$ cat src/rtl/mdu_pkg.sv
// Shared definitions for the multiply/divide unit: MDOp encodings, latency
// defaults, sequencer states and the 64-bit HI/LO result payload.
package mdu_pkg;

  localparam int unsigned XLEN            = 32;
  localparam int unsigned CNT_W           = 4;
  localparam int unsigned MULT_CYCLES_DEF = 5;
  localparam int unsigned DIV_CYCLES_DEF  = 10;

  localparam logic [2:0] MD_MTLO  = 3'b000;
  localparam logic [2:0] MD_MTHI  = 3'b001;
  localparam logic [2:0] MD_MULT  = 3'b010;
  localparam logic [2:0] MD_MULTU = 3'b011;
  localparam logic [2:0] MD_DIV   = 3'b100;
  localparam logic [2:0] MD_DIVU  = 3'b101;

  typedef enum logic {
    MD_IDLE = 1'b0,
    MD_RUN  = 1'b1
  } md_state_e;

  typedef struct packed {
    logic [XLEN-1:0] hi;
    logic [XLEN-1:0] lo;
  } md_result_t;

  function automatic logic is_div(input logic [2:0] op);
    return (op == MD_DIV) || (op == MD_DIVU);
  endfunction

endpackage

$ cat src/rtl/mdu_arith.sv
// Combinational 64-bit result for mult/multu/div/divu, plus divide-by-zero flag.
module mdu_arith
  import mdu_pkg::*;
(
  input  logic [2:0]      op_i,
  input  logic [XLEN-1:0] a_i,
  input  logic [XLEN-1:0] b_i,
  output md_result_t      res_o,
  output logic            div_zero_o
);

  logic            sgn;
  logic            a_neg;
  logic            b_neg;
  logic [XLEN-1:0] a_mag;
  logic [XLEN-1:0] b_mag;
  logic [XLEN-1:0] b_safe;
  logic [2*XLEN-1:0] prod_mag;
  logic [2*XLEN-1:0] prod;
  logic [XLEN-1:0] q_mag;
  logic [XLEN-1:0] r_mag;
  logic [XLEN-1:0] quo;
  logic [XLEN-1:0] rem;

  // Work on magnitudes so signed and unsigned share one multiplier/divider;
  // -2^31 / -1 then wraps to 0x80000000 with no special case.
  assign sgn        = (op_i == MD_MULT) || (op_i == MD_DIV);
  assign a_neg      = sgn & a_i[XLEN-1];
  assign b_neg      = sgn & b_i[XLEN-1];
  assign a_mag      = a_neg ? (~a_i + XLEN'(1)) : a_i;
  assign b_mag      = b_neg ? (~b_i + XLEN'(1)) : b_i;
  assign div_zero_o = (b_i == '0);
  assign b_safe     = div_zero_o ? XLEN'(1) : b_mag;

  assign prod_mag = (2*XLEN)'(a_mag) * (2*XLEN)'(b_mag);
  assign prod     = (a_neg ^ b_neg) ? (~prod_mag + (2*XLEN)'(1)) : prod_mag;

  assign q_mag = a_mag / b_safe;
  assign r_mag = a_mag % b_safe;
  assign quo   = (a_neg ^ b_neg) ? (~q_mag + XLEN'(1)) : q_mag;
  assign rem   = a_neg ? (~r_mag + XLEN'(1)) : r_mag;

  always_comb begin
    res_o = '0;
    case (op_i)
      MD_MULT, MD_MULTU: res_o = prod;
      MD_DIV, MD_DIVU: begin
        res_o.hi = rem;
        res_o.lo = quo;
      end
      default: res_o = '0;
    endcase
  end

endmodule

$ cat src/rtl/mdu_ctrl.sv
// E-stage multiply/divide sequencer holding HI/LO with a fixed-latency busy counter.
// Optional abort input enabled by defining MDU_CANCEL_EN.
module mdu_ctrl
  import mdu_pkg::*;
#(
  parameter int unsigned MULT_CYCLES = MULT_CYCLES_DEF,
  parameter int unsigned DIV_CYCLES  = DIV_CYCLES_DEF
) (
  input  logic            clk,
  input  logic            reset,
  input  logic            Start,
  input  logic            MDWrite,
  input  logic [2:0]      MDOp,
  input  logic [XLEN-1:0] A,
  input  logic [XLEN-1:0] B,
  input  logic            MDSel,
  input  logic            D_UseMD,
`ifdef MDU_CANCEL_EN
  input  logic            Cancel,
`endif
  output logic            Busy,
  output logic [XLEN-1:0] MDOut,
  output logic            Stall
);

  md_state_e        state_q, state_d;
  logic [CNT_W-1:0] cnt_q, cnt_d;
  logic [XLEN-1:0]  hi_q, hi_d;
  logic [XLEN-1:0]  lo_q, lo_d;
  logic [XLEN-1:0]  phi_q, phi_d;
  logic [XLEN-1:0]  plo_q, plo_d;
  logic             dz_q, dz_d;
  logic             cancel_c;
  md_result_t       res;
  logic             div_zero;

`ifdef MDU_CANCEL_EN
  assign cancel_c = Cancel;
`else
  assign cancel_c = 1'b0;
`endif

  mdu_arith u_arith (
    .op_i      (MDOp),
    .a_i       (A),
    .b_i       (B),
    .res_o     (res),
    .div_zero_o(div_zero)
  );

  always_ff @(posedge clk) begin
    if (reset) begin
      state_q <= MD_IDLE;
      cnt_q   <= '0;
      hi_q    <= '0;
      lo_q    <= '0;
      phi_q   <= '0;
      plo_q   <= '0;
      dz_q    <= 1'b0;
    end else begin
      state_q <= state_d;
      cnt_q   <= cnt_d;
      hi_q    <= hi_d;
      lo_q    <= lo_d;
      phi_q   <= phi_d;
      plo_q   <= plo_d;
      dz_q    <= dz_d;
    end
  end

  always_comb begin
    state_d = state_q;
    cnt_d   = cnt_q;
    hi_d    = hi_q;
    lo_d    = lo_q;
    phi_d   = phi_q;
    plo_d   = plo_q;
    dz_d    = dz_q;
    case (state_q)
      MD_IDLE: begin
        if (Start && !cancel_c) begin
          phi_d   = res.hi;
          plo_d   = res.lo;
          dz_d    = div_zero & is_div(MDOp);
          cnt_d   = is_div(MDOp) ? CNT_W'(DIV_CYCLES) : CNT_W'(MULT_CYCLES);
          state_d = MD_RUN;
        end else if (MDWrite && !Start) begin
          if (MDOp == MD_MTLO) lo_d = A;
          else if (MDOp == MD_MTHI) hi_d = A;
        end
      end
      MD_RUN: begin
        // New Start/MDWrite are ignored here; the D-stage stall keeps them out.
        if (cancel_c) begin
          cnt_d   = '0;
          state_d = MD_IDLE;
        end else begin
          cnt_d = cnt_q - CNT_W'(1);
          if (cnt_q <= CNT_W'(1)) begin
            state_d = MD_IDLE;
            if (!dz_q) begin
              hi_d = phi_q;
              lo_d = plo_q;
            end
          end
        end
      end
      default: state_d = MD_IDLE;
    endcase
  end

  assign Busy  = (state_q == MD_RUN);
  assign MDOut = MDSel ? hi_q : lo_q;
  assign Stall = D_UseMD & (Start | Busy);

endmodule

$ cat config.mk
export PLATFORM = sky130hd
export DESIGN_NAME = mdu_ctrl
export DESIGN_NICKNAME = d
export VERILOG_FILES = /design/src/rtl/mdu_pkg.sv /design/src/rtl/mdu_arith.sv /design/src/rtl/mdu_ctrl.sv
export SDC_FILE = /design/constraint.sdc
export NUM_CORES = 2
export LEC_CHECK = 0
export ABC_AREA = 1
export BUFFER_PORTS_ARGS = -buffer_cell sky130_fd_sc_hd__buf_2
export CAP_MARGIN = 5
export CORE_ASPECT_RATIO = 1.2
export CORE_MARGIN = 10
export CORE_UTILIZATION = 60
export CTS_CLUSTER_DIAMETER = 60
export CTS_CLUSTER_SIZE = 25
export DETAILED_ROUTE_END_ITERATION = 7
export PLACE_DENSITY = 0.76
export SYNTH_ARGS = -nofsm -noshare
export SYNTH_HDL_FRONTEND = slang
export SYNTH_HIERARCHICAL = 1
export SYNTH_SLANG_ARGS = --single-unit
$ cat constraint.sdc
create_clock -name clk -period 179.6 [get_ports clk]
set_input_delay 8.98 -clock clk [delete_from_list [all_inputs] [get_ports clk]]
set_output_delay 8.98 -clock clk [all_outputs]
set_load 0.02 [all_outputs]
==> metrics <==
status complete, no violations; first-pass GRT wire length 443000 um; Syn Nets 13000; CP most frequent cell nand2_1; CP endpoint kind flop; post-CTS setup repair buffer count 0; WL final 294000 um; Routed wire per std cell 23.0 um; clock skew 0.0137 ns; worst rel slew slack 0.135; r2r endpoint lo_q[4]$_SDFFE_PP0P_; num rows 141; Setup crit start kind input port; port bufs 106; Root Buffer clkbuf_16; minimum clock period after layout 93.01 ns; Post-CTS Resized 0; Die H 405 um; first-iteration detailed-routing DRC count 7373; number of vias per cell 5.97; HP Class flop to flop; # setup viols final 0; largest family of logic cells by synthesized area adder cells; XOR/XNOR share of the synthesized area 0.0510; largest net degree at the start of global routing 106; Layout area overhead 3.80%; hold endpoint lo_q[15]$_SDFFE_PP0P_; H-tree depth 4; CTS Buffer Depth 2; number of synthesized flops with an enable pin 0; ratio of final minimum period to clock period 0.518; Mean Syn Cell Area 6.60 sq um; top-area cell type share of the netlist area 0.242; Core Area 123000 sq um; largest area contributor in the netlist fa_1; Crit path largest cell delay 0.65 ns; CTS Hold Buffers Added 0; hold wc startpoint lo_q[15]$_SDFFE_PP0P_; Primary FF master, synth dfxtp_1; Worst R2R Path Depth 9; grt ovf 0; most common cell after layout, fill and taps aside nand2_1; crit-path max FO 61; mux contribution to synthesized area 0.00500; Cells after Synth 11200; Sink Count 134; Worst R2R Start Busy$_SDFF_PP0_; share of post-route cells with drive strength above 1 0.0618; Synthesis Warnings 6; Adder-Cell Fraction of Synth Area 0.378; ys async rst share 0; hold path depth 2; critical path class input port to flop; Max Fclk 10.8 MHz; drt pass-1 iters 7; Final Hold Viols 0; vias in the first global route 75300; slowest CP cell inv_1; simple-gate share of the synthesized area 0.282; Max-Cap Viols 0; Data arrival, critical path 93.40 ns; worst-skew pair later-pin latency 0.45 ns; initial antenna violation count 22; final setup TNS 0 ns; clock slew at reported path FFs 0.07 ns; Post-Syn Area 74100 sq um; register area share after synthesis 0.0362; num ports 107; DP Wirelength 231000 um; Area contributors post-synth fa_1 24%, nand2_1 15%, ha_1 14%; FF+latch count, synth 134; most frequent cells in the layout 2874 x nand2_1, 2112 x inv_1, 897 x fa_1; Reg2Reg Setup Slack 176.06 ns; Cell variety after synth 82; Compound-Gate Fraction of Synth Area 0.112; routability cong. 1.07; slew of the pin with the lowest slew margin 1.28 ns; Routed Antenna Nets 0; CTS buffer count 17; DRC viols 0; Starting Density 0.603; total number of vias 76400; final slew viol count 0; die area 138000 sq um; Crit path required time 179.99 ns; unrepaired setup endpoints after global routing false; gr usage total 0.418; CTS tree done; Layout Nets 12900; chip width 341 um
## synthesized netlist by cell type, drive strengths merged (5+ instances only)
cell type / instances
a2111oi: 5
a211oi: 24
a21boi: 21
a21o: 49
a21oi: 718
a221oi: 16
a31oi: 18
and2: 26
buf: 165
clkbuf: 210
clkinv: 21
dfxtp: 134
fa: 897
ha: 802
inv: 2171
mux2: 32
nand2: 2939
nand3: 587
nand3b: 38
nand4: 95
nor2: 916
nor3: 129
nor4: 51
o2111ai: 8
o211ai: 32
o21a: 23
o21ai: 433
o21bai: 55
o221ai: 18
o31ai: 19
or2: 113
xnor2: 147
xor2: 283
## routing by layer
metal  up-vias  global-route usage  part of all wire
met3      1396              0.0891              0.10
met4        12               0.326             0.099
li1      34700                   -                 -
met2      4289               0.673              0.44
met5         -                   0           0.00031
met1     35900               0.484              0.36
## layout make-up
| class | count | area [sq um] |
|---|---|---|
| Clock inverter | 15 | 198 |
| Tap cell | 1644 | 2060 |
| Fill cell | 11700 | 45900 |
| Clock buffer | 17 | 425 |
| Sequential cell | 134 | 2690 |
| Multi-Input combinational cell | 8526 | 61600 |
| Timing Repair Buffer | 249 | 1600 |
| Antenna cell | 19 | 47.5 |
| Inverter | 2192 | 8240 |
## flip-flops by register name, indices dropped and copies added (netlist names)
signal and count:
hi_q 32, dz_q 1, lo_q 32, cnt_q 4, phi_q 32, Busy 1, plo_q 32
## critical path, delay by kind of cell
family                     cells  cell delay [ns]
buffers and inverters         90            11.91
xor gates and xnor gates       6             0.81
AOI/OAI and AO/OA            137            25.43
and+or+nand+nor              278            35.84
adders and majority gates     32            10.12
## cells by family (layout without fill, tap and decap cells)
| group | after synthesis | count (layout) |
|---|---|---|
| XOR/XNOR | 430 | 430 |
| other | 0 | 19 |
| buffers and inverters | 2567 | 2473 |
| multiplexers | 33 | 33 |
| flip-flops | 134 | 134 |
| adder cells (fa/ha/maj) | 1699 | 1699 |
| AO/OA/AOI/OAI | 1460 | 1460 |
| AND/OR/NAND/NOR | 4904 | 4904 |
## stage by stage
step           utilization  cell area [sq um]  hold WS [ns]  setup slack (ns)  instances
6_report             0.626              76900         0.479             86.59      12800
5_1_grt              0.626              76800         0.504             77.65      12800
4_1_cts              0.626              76800         0.482             88.27      12800
3_5_place_dp         0.621              76200         0.467             88.17      12700
3_3_place_gp         0.621              76200         0.457             90.28      12700
2_1_floorplan            -              74100         0.447            103.78      11200
## worst max path at each step
stage / depth (start not counted) / startpoint / to / slack, ns
3_3_place_gp: 535 / B[0] / plo_q[31]$_SDFFE_PP0P_ / 90.28
4_1_cts: 544 / B[0] / plo_q[31]$_SDFFE_PP0P_ / 88.27
2_1_floorplan: 557 / B[0] / plo_q[26]$_SDFFE_PP0P_ / 103.78
3_5_place_dp: 533 / B[0] / plo_q[31]$_SDFFE_PP0P_ / 88.17
5_1_grt: 560 / B[0] / plo_q[31]$_SDFFE_PP0P_ / 77.65
6_report: 543 / B[0] / plo_q[31]$_SDFFE_PP0P_ / 86.59
Power is not shown: default switching activity piles up to over one toggle a cycle in this logic, so the estimate is an artifact.
